`src/rtl/shiftreg_controller_if.sv`:
```
// Bus bundle for shiftreg_controller: raw board inputs, parallel load data
// and the register/status outputs, plus the reserved edge-pulse taps.
interface shiftreg_controller_if #(
  parameter int WIDTH = 8
);
  localparam int CNTW = $clog2(WIDTH + 1);

  logic             btn0;
  logic             switch0;
  logic             switch1;
  logic             dir;
  logic [WIDTH-1:0] parallelin;
  logic [WIDTH-1:0] parallelout;
  logic             serialout;
  logic [CNTW-1:0]  shiftcount;
  logic             done;
  // Conditioned edge pulses, bit order {dir, switch1, switch0, btn0}.
  logic [3:0]       pulse_pos;
  logic [3:0]       pulse_neg;

  modport master (
    output btn0, switch0, switch1, dir, parallelin,
    input  parallelout, serialout, shiftcount, done, pulse_pos, pulse_neg
  );

  modport slave (
    input  btn0, switch0, switch1, dir, parallelin,
    output parallelout, serialout, shiftcount, done, pulse_pos, pulse_neg
  );
endinterface

```
`src/rtl/shiftreg_controller.sv`:
```
// Button/switch conditioned WIDTH-bit shift register with parallel load,
// bidirectional serial shift and a saturating shift counter.
module shiftreg_controller #(
  parameter int WIDTH    = 8,
  parameter int DEBOUNCE = 10
) (
  input  logic                 clk,
  input  logic                 reset,
  shiftreg_controller_if.slave bus
);
  localparam int CNTW = $clog2(WIDTH + 1);
  localparam int DBW  = (DEBOUNCE > 1) ? $clog2(DEBOUNCE) : 1;
  localparam int NIN  = 4;
  localparam int IDX_BTN0 = 0;
  localparam int IDX_SW0  = 1;
  localparam int IDX_SW1  = 2;
  localparam int IDX_DIR  = 3;

  logic [NIN-1:0] raw;
  logic [NIN-1:0] cond;
  logic [NIN-1:0] pos;
  logic [NIN-1:0] neg;

  assign raw = {bus.dir, bus.switch1, bus.switch0, bus.btn0};

  // One conditioner per raw input: input capture flop, 2-FF synchroniser,
  // then a debounce counter that only commits a level after DEBOUNCE
  // consecutive disagreeing synchronised cycles. The capture flop gives
  // the raw-sample-to-cond latency of DEBOUNCE+2 edges.
  for (genvar gi = 0; gi < NIN; gi++) begin : g_cond
    logic           cap_q;
    logic           sync1_q;
    logic           sync2_q;
    logic           cond_q, cond_d;
    logic           pos_q, pos_d;
    logic           neg_q, neg_d;
    logic [DBW-1:0] cnt_q, cnt_d;

    // Debounce decision: any agreement clears the count and aborts a change.
    always_comb begin
      cnt_d  = cnt_q;
      cond_d = cond_q;
      pos_d  = 1'b0;
      neg_d  = 1'b0;
      if (sync2_q == cond_q) begin
        cnt_d = '0;
      end else if (cnt_q == DBW'(DEBOUNCE - 1)) begin
        cond_d = sync2_q;
        cnt_d  = '0;
        pos_d  = sync2_q;
        neg_d  = ~sync2_q;
      end else begin
        cnt_d = cnt_q + DBW'(1);
      end
    end

    // Conditioner state; reset discards any partial debounce count.
    always_ff @(posedge clk or posedge reset) begin
      if (reset) begin
        cap_q   <= 1'b0;
        sync1_q <= 1'b0;
        sync2_q <= 1'b0;
        cond_q  <= 1'b0;
        pos_q   <= 1'b0;
        neg_q   <= 1'b0;
        cnt_q   <= '0;
      end else begin
        cap_q   <= raw[gi];
        sync1_q <= cap_q;
        sync2_q <= sync1_q;
        cond_q  <= cond_d;
        pos_q   <= pos_d;
        neg_q   <= neg_d;
        cnt_q   <= cnt_d;
      end
    end

    assign cond[gi] = cond_q;
    assign pos[gi]  = pos_q;
    assign neg[gi]  = neg_q;
  end

  logic [WIDTH-1:0] sreg_q, sreg_d;
  logic [CNTW-1:0]  scnt_q, scnt_d;
  logic             load_pulse;
  logic             shift_pulse;
  logic             dir_c;
  logic             sdata_c;

  assign load_pulse  = pos[IDX_BTN0];
  assign shift_pulse = pos[IDX_SW1];
  assign dir_c       = cond[IDX_DIR];
  assign sdata_c     = cond[IDX_SW0];

  // Register action: load beats shift; shift count saturates at WIDTH.
  always_comb begin
    sreg_d = sreg_q;
    scnt_d = scnt_q;
    if (load_pulse) begin
      sreg_d = bus.parallelin;
      scnt_d = '0;
    end else if (shift_pulse) begin
      if (!dir_c) begin
        sreg_d = {sreg_q[WIDTH-2:0], sdata_c};
      end else begin
        sreg_d = {sdata_c, sreg_q[WIDTH-1:1]};
      end
      if (scnt_q != CNTW'(WIDTH)) begin
        scnt_d = scnt_q + CNTW'(1);
      end
    end
  end

  // Shift register and counter state.
  always_ff @(posedge clk or posedge reset) begin
    if (reset) begin
      sreg_q <= '0;
      scnt_q <= '0;
    end else begin
      sreg_q <= sreg_d;
      scnt_q <= scnt_d;
    end
  end

  assign bus.parallelout = sreg_q;
  assign bus.shiftcount  = scnt_q;
  assign bus.serialout   = dir_c ? sreg_q[0] : sreg_q[WIDTH-1];
  assign bus.done        = (scnt_q == CNTW'(WIDTH));
  assign bus.pulse_pos   = pos;
  assign bus.pulse_neg   = neg;
endmodule

```
`src/flat_wrapper.sv`:
```
// flat-port wrapper written by rule: the top's interface ports become plain ports
module shiftreg_controller_flat 
#(
  parameter int WIDTH    = 8,
  parameter int DEBOUNCE = 10
)
  (clk, reset, bus_btn0, bus_switch0, bus_switch1, bus_dir, bus_parallelin, bus_parallelout, bus_serialout, bus_shiftcount, bus_done, bus_pulse_pos, bus_pulse_neg);
  shiftreg_controller_if #(.WIDTH(WIDTH)) bus_i ();
  input  logic clk;
  input  logic reset;
  input wire logic [$bits(bus_i.btn0)-1:0] bus_btn0;
  input wire logic [$bits(bus_i.switch0)-1:0] bus_switch0;
  input wire logic [$bits(bus_i.switch1)-1:0] bus_switch1;
  input wire logic [$bits(bus_i.dir)-1:0] bus_dir;
  input wire logic [$bits(bus_i.parallelin)-1:0] bus_parallelin;
  output wire logic [$bits(bus_i.parallelout)-1:0] bus_parallelout;
  output wire logic [$bits(bus_i.serialout)-1:0] bus_serialout;
  output wire logic [$bits(bus_i.shiftcount)-1:0] bus_shiftcount;
  output wire logic [$bits(bus_i.done)-1:0] bus_done;
  output wire logic [$bits(bus_i.pulse_pos)-1:0] bus_pulse_pos;
  output wire logic [$bits(bus_i.pulse_neg)-1:0] bus_pulse_neg;
  assign bus_i.btn0 = bus_btn0;
  assign bus_i.switch0 = bus_switch0;
  assign bus_i.switch1 = bus_switch1;
  assign bus_i.dir = bus_dir;
  assign bus_i.parallelin = bus_parallelin;
  assign bus_parallelout = bus_i.parallelout;
  assign bus_serialout = bus_i.serialout;
  assign bus_shiftcount = bus_i.shiftcount;
  assign bus_done = bus_i.done;
  assign bus_pulse_pos = bus_i.pulse_pos;
  assign bus_pulse_neg = bus_i.pulse_neg;
  shiftreg_controller #(.WIDTH(WIDTH), .DEBOUNCE(DEBOUNCE)) u_core (.clk(clk), .reset(reset), .bus(bus_i));
endmodule
```
`config.mk`:
```
export PLATFORM = sky130hd
export DESIGN_NAME = shiftreg_controller_flat
export DESIGN_NICKNAME = d
export VERILOG_FILES = /design/src/rtl/shiftreg_controller_if.sv /design/src/rtl/shiftreg_controller.sv /design/src/flat_wrapper.sv
export SDC_FILE = /design/constraint.sdc
export NUM_CORES = 1
export LEC_CHECK = 0
export CAP_MARGIN = 25
export CELL_PAD_IN_SITES_DETAIL_PLACEMENT = 0
export CELL_PAD_IN_SITES_GLOBAL_PLACEMENT = 1
export CORE_ASPECT_RATIO = 1.75
export CORE_UTILIZATION = 42
export DETAILED_ROUTE_END_ITERATION = 12
export DONT_BUFFER_PORTS = 1
export GPL_ROUTABILITY_DRIVEN = 0
export GPL_TIMING_DRIVEN = 0
export PLACE_DENSITY = 0.68
export SLEW_MARGIN = 10
export SYNTH_ARGS = -nofsm -noshare
export SYNTH_HDL_FRONTEND = slang
export SYNTH_SLANG_ARGS = --single-unit
```
`constraint.sdc`:
```
create_clock -name clk -period 3.2 [get_ports clk]
set_input_delay 0.96 -clock clk [delete_from_list [all_inputs] [get_ports clk]]
set_output_delay 0.96 -clock clk [all_outputs]
set_load 0.1 [all_outputs]
```
==> key figures <==
Yosys
  • Register area share after synthesis: 58.1%
  • EDFF count, synth: 0
  • Synth async-reset ratio: 100%
  • Mapped Area: 2240 um^2
  • Synthesized instance count: 184
  • Top FF cell, synth: dfrtp_1
  • Area contributors post-synth: dfrtp_1 (58%), ha_1 (5.6%), nor2_1 (4.7%), mux2i_1 (4.0%), xor2_1 (3.5%)
  • Most common cell in the netlist: dfrtp_1
  • Netlist cell types: 23
  • Net count after synthesis: 208
  • Flop and latch count out of synthesis: 52
  • Post-synth top area share: 58.1%
  • Ys Warns: 0
  • Cell taking the most area after synthesis: dfrtp_1
  • Synth cell count leaders: dfrtp_1 (52), nor2_1 (28), buf_4 (10), ha_1 (10)
  • Synth Area per Inst: 12.2 um^2

Drt
  • Vias per Instance: 5.27
  • Iter 0 DRT Violations: 68
  • Drt wl/cell: 14.6 um
  • Pre-antenna DRT Iters: 10
  • Via count: 1301
  • Post-route ant nets: 0
  • Drt drc: 5
  • Routed Wire Length: 3.61 mm

Placement
  • Worst slack at placement: 0.158 ns
  • Placed Area: 2330 um^2
  • Input/output buffers: 0
  • Detailed Place HPWL: 2.64 mm

Worst setup path
  • Data required, critical path: 2.24 ns
  • Worst path cell trace: inv_1, ha_1, nand2_1, nor2_4
  • Critical path fanouts, max: 5
  • CP top delay family: flip-flops
  • Crit Path Class: register to primary output
  • FF-to-FF setup slack: 1.03 ns
  • Reg2reg start: u_core.bus.shiftcount[0]
  • R2r worst-path depth: 5
  • Worst r2r dst: u_core.bus.shiftcount[0]
  • CP endpoint kind: primary output
  • Slowest stage delay, CP: 0.78 ns
  • Slowest CP cell: dfrtp_1
  • Setup crit start kind: register
  • Arrival time worst endpoint: 2.12 ns
  • Worst Path Buf+Inv: 1

STA
  • Fin Hold WS: 0.343 ns
  • Least-Margin Pin Slew: 1.05 ns
  • Final setup fails: 0
  • Clock period minus worst slack: 3.08 ns
  • Rel. slew slack: 29.7%
  • Fmax: 325 MHz
  • PnR worst setup slack: 0.120 ns
  • Fin crit share: 96.3%
  • RSZ-0062 raised after global routing: no
  • Fin. Hold Viols: 0
  • Slew Limit Fails: 0
  • Skew final: 0.00829 ns
  • Setup TNS: 0 ns

Clock network
  • Worst-Skew Late Latency: 0.31 ns
  • CTS tree: built
  • CTS Root Buffer Type: clkbuf_8
  • Total CTS buffers: 5
  • H-tree Lvls: 2
  • Clock transition at path regs: 0.10 ns
  • Total clock sinks: 52
  • Clock buffer depth: 2

GRT
  • Gr ovfl total: 0
  • Total GRT Usage: 14.1%
  • Largest net degree at the start of global routing: 28
  • Initial antenna violation count: 0
  • First-pass GRT wire length: 6.17 mm
  • Vias in the first global route: 1419

Min path
  • Hold endpoint: u_core.g_cond[0].sync1_q
  • Worst Hold Depth: 0
  • HP Class: register to register
  • Worst Hold Launch: u_core.g_cond[0].cap_q

Power and ir drop
  • Pint: 0.928 mW
  • Peak supply drop: 373 uV
  • Clock share of power: 27.6%
  • Pwr Density: 560 nW/um^2
  • Sequential power share: 61.7%
  • P_leak: 1.18 nW
  • Sw Share: 31.7%
  • Sw Pwr: 0.431 mW
  • Combinational fraction of design power: 10.7%

Finish
  • Syn-to-layout area delta: 8.38%
  • Final Cell Area: 2430 um^2
  • Final Util: 47.9%
  • Fillers: 453
  • Final Net Count: 216
  • Share of cells above drive strength 1: 15.0%
  • ANT cells: 0

Run status
  • Violated checks: design-rule violations
  • Status: complete, but fails checks

Floorplan
  • Die width: 57.2 um
  • Core area: 5060 um^2
  • I/O Pins: 36
  • DIE HEIGHT: 98.6 um
  • Die ar.: 5640 um^2
  • Starting density of the core: 44.2%
  • Placement row count: 34

Run
  • Max Cap Viol: 0
[kinds of logic (layout without fill, tap and decap cells)]
group                    count (synthesis)  in the layout  share of synthesized area [%]
AO/OA/AOI/OAI                           18             18                           5.92
XOR/XNOR                                13             13                           5.08
adder cells (fa/ha/maj)                 10             10                           5.59
buffers and inverters                   21             30                           6.26
flip-flops                              52             52                           58.1
multiplexers                            15             15                           7.04
AND/OR/NAND/NOR                         55             55                           12.0
[metal layers]
| layer | GRT usage [%] | routed length (um) | vias to the layer above | share of wire, % |
|---|---|---|---|---|
| met1 | 13.7 | 1340 | 654 | 37 |
| met2 | 26.8 | 2030 | 31 | 56 |
| li1 | - | - | 612 | - |
| met3 | 3.41 | 186 | 4 | 5.2 |
| met4 | 7.13 | 55 | 0 | 1.5 |
| met5 | 0 | 0 | - | 0 |
[worst reg2reg max path: stages (launching register included)]
cell and delay [ns]:
dfrtp_1 1.00, inv_1 0.15, ha_1 0.24, nand2_1 0.13, o21a_1 0.19, mux2_2 0.34
[stage by stage]
step	power [mW]	cells
after floorplan	0.962	184
after global placement	0.983	238
after detailed placement	1.00	239
after CTS	1.38	247
after global routing	1.43	247
final	1.36	247
[state kept, by name, summed over array words and instances, names as in the netlist]
register / cells
u_core.g_cond.neg_q: 4
u_core.bus.shiftcount: 4
u_core.bus.parallelout: 8
u_core.g_cond.cnt_q: 16
u_core.g_cond.cap_q: 4
u_core.g_cond.cond_q: 3
u_core.g_cond.sync1_q: 4
u_core.dir_c: 1
u_core.g_cond.sync2_q: 4
u_core.g_cond.pos_q: 4
[worst max path at each step]
stage / end / slack (ns) / start / cells after the start
after detailed placement: bus_done / 0.16 / u_core.bus.shiftcount[0] / 4
final: bus_done / 0.12 / u_core.bus.shiftcount[0] / 4
after global placement: bus_done / 0.15 / u_core.bus.shiftcount[0] / 4
after global routing: bus_done / 0.03 / u_core.bus.shiftcount[0] / 4
after floorplan: bus_done / 0.23 / u_core.bus.shiftcount[0] / 4
after CTS: bus_done / 0.10 / u_core.bus.shiftcount[0] / 4
[final cells by class]
| type | count | area [um^2] | share of cell area [%] |
|---|---|---|---|
| Buffer | 14 | 114 | 4.69 |
| Multi-Input combinational cell | 111 | 806 | 33.2 |
| Clock buffer | 5 | 68.8 | 2.84 |
| Inverter | 7 | 26.3 | 1.08 |
| Timing Repair Buffer | 1 | 20.0 | 0.825 |
| Sequential cell | 52 | 1300 | 53.6 |
| Tap cell | 54 | 67.6 | 2.78 |
| Clock inverter | 3 | 23.8 | 0.979 |
[power by group through the flow]
| stage | Clock, mW | Combinational (mW) | Sequential [mW] |
|---|---|---|---|
| floorplan | 0 | 0.123 | 0.839 |
| global placement | 0 | 0.136 | 0.847 |
| detailed placement | 0 | 0.149 | 0.852 |
| CTS | 0.392 | 0.150 | 0.838 |
| global route | 0.415 | 0.168 | 0.847 |
| finish | 0.376 | 0.145 | 0.838 |
[placed cells by master, fill, tap and decap left out, drive strengths merged, types with 2 or more instances in the layout]
| cell | instances |
|---|---|
| clkinvlp | 2 |
| mux2 | 6 |
| xnor2 | 4 |
| inv | 7 |
| buf | 13 |
| nor3b | 8 |
| nand2b | 2 |
| nand2 | 7 |
| mux2i | 9 |
| clkbuf | 7 |
| ha | 10 |
| nand3 | 4 |
| xor2 | 9 |
| nor2 | 28 |
| dfrtp | 52 |
| nand3b | 4 |
| a211oi | 8 |
| a21o | 8 |
[timing repair]
action / in CTS / in global routing
gates resized for setup: 1 / 0
endpoints found under the setup margin: 1 / 0
buffers inserted: 0 / 0
hold buffers: 0 / 0
(Power assumes the default switching activity.)
==> RTL edit 1, RTL diff (same settings) <==
`WIDTH` is set to 8 in 3 places; all go to 16.
--- a/src/rtl/shiftreg_controller_if.sv
+++ b/src/rtl/shiftreg_controller_if.sv
@@ -3,3 +3,3 @@
 interface shiftreg_controller_if #(
-  parameter int WIDTH = 8
+  parameter int WIDTH = 16
 );
--- a/src/rtl/shiftreg_controller.sv
+++ b/src/rtl/shiftreg_controller.sv
@@ -3,3 +3,3 @@
 module shiftreg_controller #(
-  parameter int WIDTH    = 8,
+  parameter int WIDTH    = 16,
   parameter int DEBOUNCE = 10
--- a/src/flat_wrapper.sv
+++ b/src/flat_wrapper.sv
@@ -3,3 +3,3 @@
 #(
-  parameter int WIDTH    = 8,
+  parameter int WIDTH    = 16,
   parameter int DEBOUNCE = 10
Ports: changed (resized bus_parallelin, bus_parallelout and bus_shiftcount); port bits go from 36 to 53. No check against the original RTL was run, so the function may have changed too.
==> RTL edit 1 against the unedited design <==
  * Sequential cell count up 9
  * Power up 46%
  * Final cell count up 32%
  * Routed wire length up 39%
  * Worst setup slack better by 0.057 ns
  * Critical path depth down 1
  * Non-clock buffer count up 3
  * Area after synthesis up 22%
  * Utilization up 1.0 points
  * Design area up 26%
  * Critical path type unchanged
  * Critical endpoint unchanged
==> RTL edit 1: results <==
group,metric,value,unit
synthesis,synth.avg_cell_area,11.8,µm²
place,post-place-ws,0.513,ns
global_route,grt_pass1_vias,1648,
cells_and_area,final_cell_count_no_fill,327,
cells_and_area,fillCellCount,575,
power_and_ir_drop,power_leakage,1.49,nW
synthesis,synth_seq_area_share,56.1,%
detailed_routing,wl_met3,341,µm
sta,holdWs,0.349,ns
global_route,grt_pass1_wl,8300,µm
power_and_ir_drop,p_switching,0.600,mW
critical_path,slowest_delay,0.99,ns
synthesis,muxShareOfSynthArea,8.73,%
place,hpwl,3560,µm
sta,period_share,94.5,%
detailed_routing,drt-total-wl,5030,µm
clock_tree,clk_latency,0.33,ns
place,dp.cells,311,
synthesis,yosys-top-cells-area,"dfrtp_1, mux2i_1, nor2_1, ha_1, a211oi_1",
detailed_routing,dr.pass1.iters,4,
detailed_routing,met2_length,2710,µm
detailed_routing,vias_per_cell,5.13,
synthesis,synthXorXnorAreaFrac,4.50,%
synthesis,synth_nets,263,
synthesis,synth-compound-area-share,9.01,%
global_route,grtUsageTotal,16.4,%
global_route,grt_max_degree,62,
worst_hold_path,hold_start,"u_core.g_cond[1].sync1_q",
clock_tree,h-tree-depth,3,
run_status,status,"completed",
cells_and_area,drive_above_1_share,15.8,%
-- RTL edit 1: power by group through the flow --
stage / clock [mW] / sequential (mW) / combinational (mW)
after detailed placement: 0 / 1.07 / 0.176
after global routing: 0.822 / 1.06 / 0.200
after global placement: 0 / 1.07 / 0.172
after floorplan: 0 / 1.05 / 0.151
after CTS: 0.789 / 1.06 / 0.177
final: 0.762 / 1.05 / 0.172
-- RTL edit 1: area by class of cell --
type	instances	area, µm²	area share [%]
buffer	18	115	3.77
clock buffer	12	155	5.09
clock inverter	4	70.1	2.30
inverter	7	28.8	0.943
multi-input combinational	145	1050	34.6
sequential	61	1530	50.0
tap	80	100	3.28
-- RTL edit 1: per-layer routing --
layer	track usage (%)	vias to the layer above
li1	-	804
met1	17.0	827
met2	27.3	41
met3	8.02	7
met4	7.97	0
met5	0	-
-- RTL edit 1: cell families (layout without fill, tap and decap cells) --
family	Yosys count	in the layout
flops	61	61
fa+ha+maj	10	10
simple gates	65	65
xor+xnor	14	14
buf+inv	25	41
mux	23	23
compound gates	33	33
==> RTL edit 2, RTL diff (config.mk and constraints unchanged) <==
Made on the original files. Reset style: synchronous (`reset`), changed in 2 clocked blocks.
--- a/src/rtl/shiftreg_controller.sv
+++ b/src/rtl/shiftreg_controller.sv
@@ -57,3 +57,3 @@
     // Conditioner state; reset discards any partial debounce count.
-    always_ff @(posedge clk or posedge reset) begin
+    always_ff @(posedge clk) begin
       if (reset) begin
@@ -114,3 +114,3 @@
   // Shift register and counter state.
-  always_ff @(posedge clk or posedge reset) begin
+  always_ff @(posedge clk) begin
     if (reset) begin
Function: no difference found for any inputs over 10 cycles, from zero or initial values and one cycle with reset high; that may be too few to reach the edited logic, so the function may still have changed.
==> RTL edit 2 against the unedited design <==
  * Routed wire length rose by 2.4%
  * Sequential cell count did not move
  * Design area fell by 5.9%
  * Global-route usage rose by 1.2 points
  * Area after synthesis fell by 5.1%
  * Worst setup slack got worse by 0.072 ns
  * Critical endpoint is now bus_serialout
Power is not compared: it rests on default switching activity, and its combinational part moved more than twofold at a synthesized area within 25%.
==> RTL edit 2: results <==
group,metric,value,unit
run_status,status,"completed",
power_and_ir_drop,irDropWorstVdd,0.000466,V
critical_path,slowest_delay,1.03,ns
critical_path,crit_family,"flip-flops",
cells_and_area,fin_nets,235,
clock_tree,post-cts-setup-buffers,0,
place,io_buffer_count,0,
place,placed_area,2190,µm²
synthesis,synth_cell_types,26,
worst_hold_path,hp-class,"reg2reg",
cells_and_area,largest_reg_flops,16,
synthesis,synth_commonest_cells,"dfxtp_1, nor2_1, mux2i_1, nor2b_1",
critical_path,worst-path-max-fanout,4,
detailed_routing,vias_per_cell,5.27,
cells_and_area,top_register,"u_core.g_cond.cnt_q",
power_and_ir_drop,power_leakage,0.878,nW
global_route,grt_pass1_vias,1411,
cells_and_area,diodes,0,
clock_tree,clkTransAtPathRegs,0.10,ns
clock_tree,cts-root-buf,"clkbuf_8",
clock_tree,clk_latency,0.31,ns
synthesis,async_reset_ff_share,0,%
synthesis,netlist_instances,204,
detailed_routing,drt-total-wl,3700,µm
cells_and_area,drive_above_1_share,15.6,%
critical_path,worstPathRequired,2.24,ns
synthesis,yosys-top-cells-area,"dfxtp_1, ha_1, mux2i_1, nor2_1, xor2_1",
clock_tree,h-tree-depth,2,
global_route,grt_max_degree,16,
critical_path,crit_slowest_cell,"dfxtp_1",
global_route,grt_pass1_wl,6270,µm
clock_tree,clockBufferDepth,2,
synthesis,synth_warnings,0,
detailed_routing,dr.first_iter.drc_count,67,
global_route,antenna_found_initial,0,
detailed_routing,dr.pass1.iters,4,
cells_and_area,final_cell_count_no_fill,264,
global_route,grtUsageTotal,15.3,%
sta,finalClockSkew,0.00969,ns
floorplan,num_rows,33,
sta,worst_slew_pin_slew,1.06,ns
clock_tree,cts_buffers,5,
synthesis,synth_nets,228,
synthesis,synth_seq_area_share,49.0,%
place,hpwl,2750,µm
[RTL edit 2: cell count changes in the layout (fill, tap and decap cells not counted), sizes merged, moves of 6 or more]
cell	unedited run	this run
a21o	8	0
a31o	0	8
dfrtp	52	0
dfxtp	0	52
nand3	4	10
nor2b	0	12
nor3b	8	0
nor4b	0	8
[RTL edit 2: kinds of logic (layout without fill, tap and decap cells)]
family | after synthesis | after routing | synth area share [%]
simple gates | 69 | 69 | 17.4
flops | 52 | 52 | 49.0
buf+inv | 26 | 34 | 7.42
compound gates | 21 | 21 | 8.72
xor+xnor | 13 | 13 | 5.36
mux | 13 | 13 | 6.18
fa+ha+maj | 10 | 10 | 5.89
[RTL edit 2: worst reg2reg max path: cells and delay by family (launching register included)]
family	cells	cell delay [ns]
AO/OA/AOI/OAI	1	0.12
adder cells (fa/ha/maj)	1	0.22
buffers and inverters	2	0.38
flip-flops	1	1.03
AND/OR/NAND/NOR	2	0.57
[RTL edit 2: final timing paths]
| path | end | slack, ns | from | cells past startpoint |
|---|---|---|---|---|
| worst max-delay path | bus_serialout | 0.05 | u_core.bus.parallelout[7] | 1 |
| worst min-delay path | u_core.g_cond[0].sync2_q | 0.44 | u_core.g_cond[0].sync1_q | 1 |
| worst max register to register | u_core.bus.shiftcount[2] | 0.82 | u_core.bus.shiftcount[1] | 6 |
| worst min register to register | u_core.g_cond[0].sync2_q | 0.44 | u_core.g_cond[0].sync1_q | 1 |
[RTL edit 2: power by group]
part / total [mW] / switching (mW) / internal, mW
Sequential: 0.657 / 0.00318 / 0.653
Clock: 0.382 / 0.209 / 0.173
Combinational: 0.0206 / 0.0122 / 0.00839
[RTL edit 2: metrics by stage]
stage	utilization, %	power, mW	worst slack, ns
after detailed placement	45.7	0.693	0.384
after global routing	47.7	1.10	0.00107
final	47.7	1.06	0.0473
after CTS	47.6	1.08	0.0259
after global placement	45.7	0.692	0.377
after floorplan	-	0.688	0.442
[RTL edit 2: metal layers]
metal	vias to the layer above	share of wire [%]	global-route usage [%]
met5	-	0	0
met4	0	1.9	6.88
met3	6	4.2	3.63
met2	28	54	28.7
met1	663	39	16.1
li1	693	-	-
[RTL edit 2: final cells by class]
cell class / instances / area, µm²
Fill cell: 467 / 2510
Tap cell: 52 / 65.1
Inverter: 9 / 33.8
Clock inverter: 2 / 10.0
Multi-Input combinational cell: 126 / 926
Sequential cell: 52 / 1040
Clock buffer: 6 / 82.6
Buffer: 17 / 124
[RTL edit 2: what timing repair did]
item | 4_1_cts | 5_1_grt
setup endpoints to repair | 0 | 1
endpoints found under the hold margin | 0 | 0
hold buffers | 0 | 0
gates resized for setup | 0 | 1
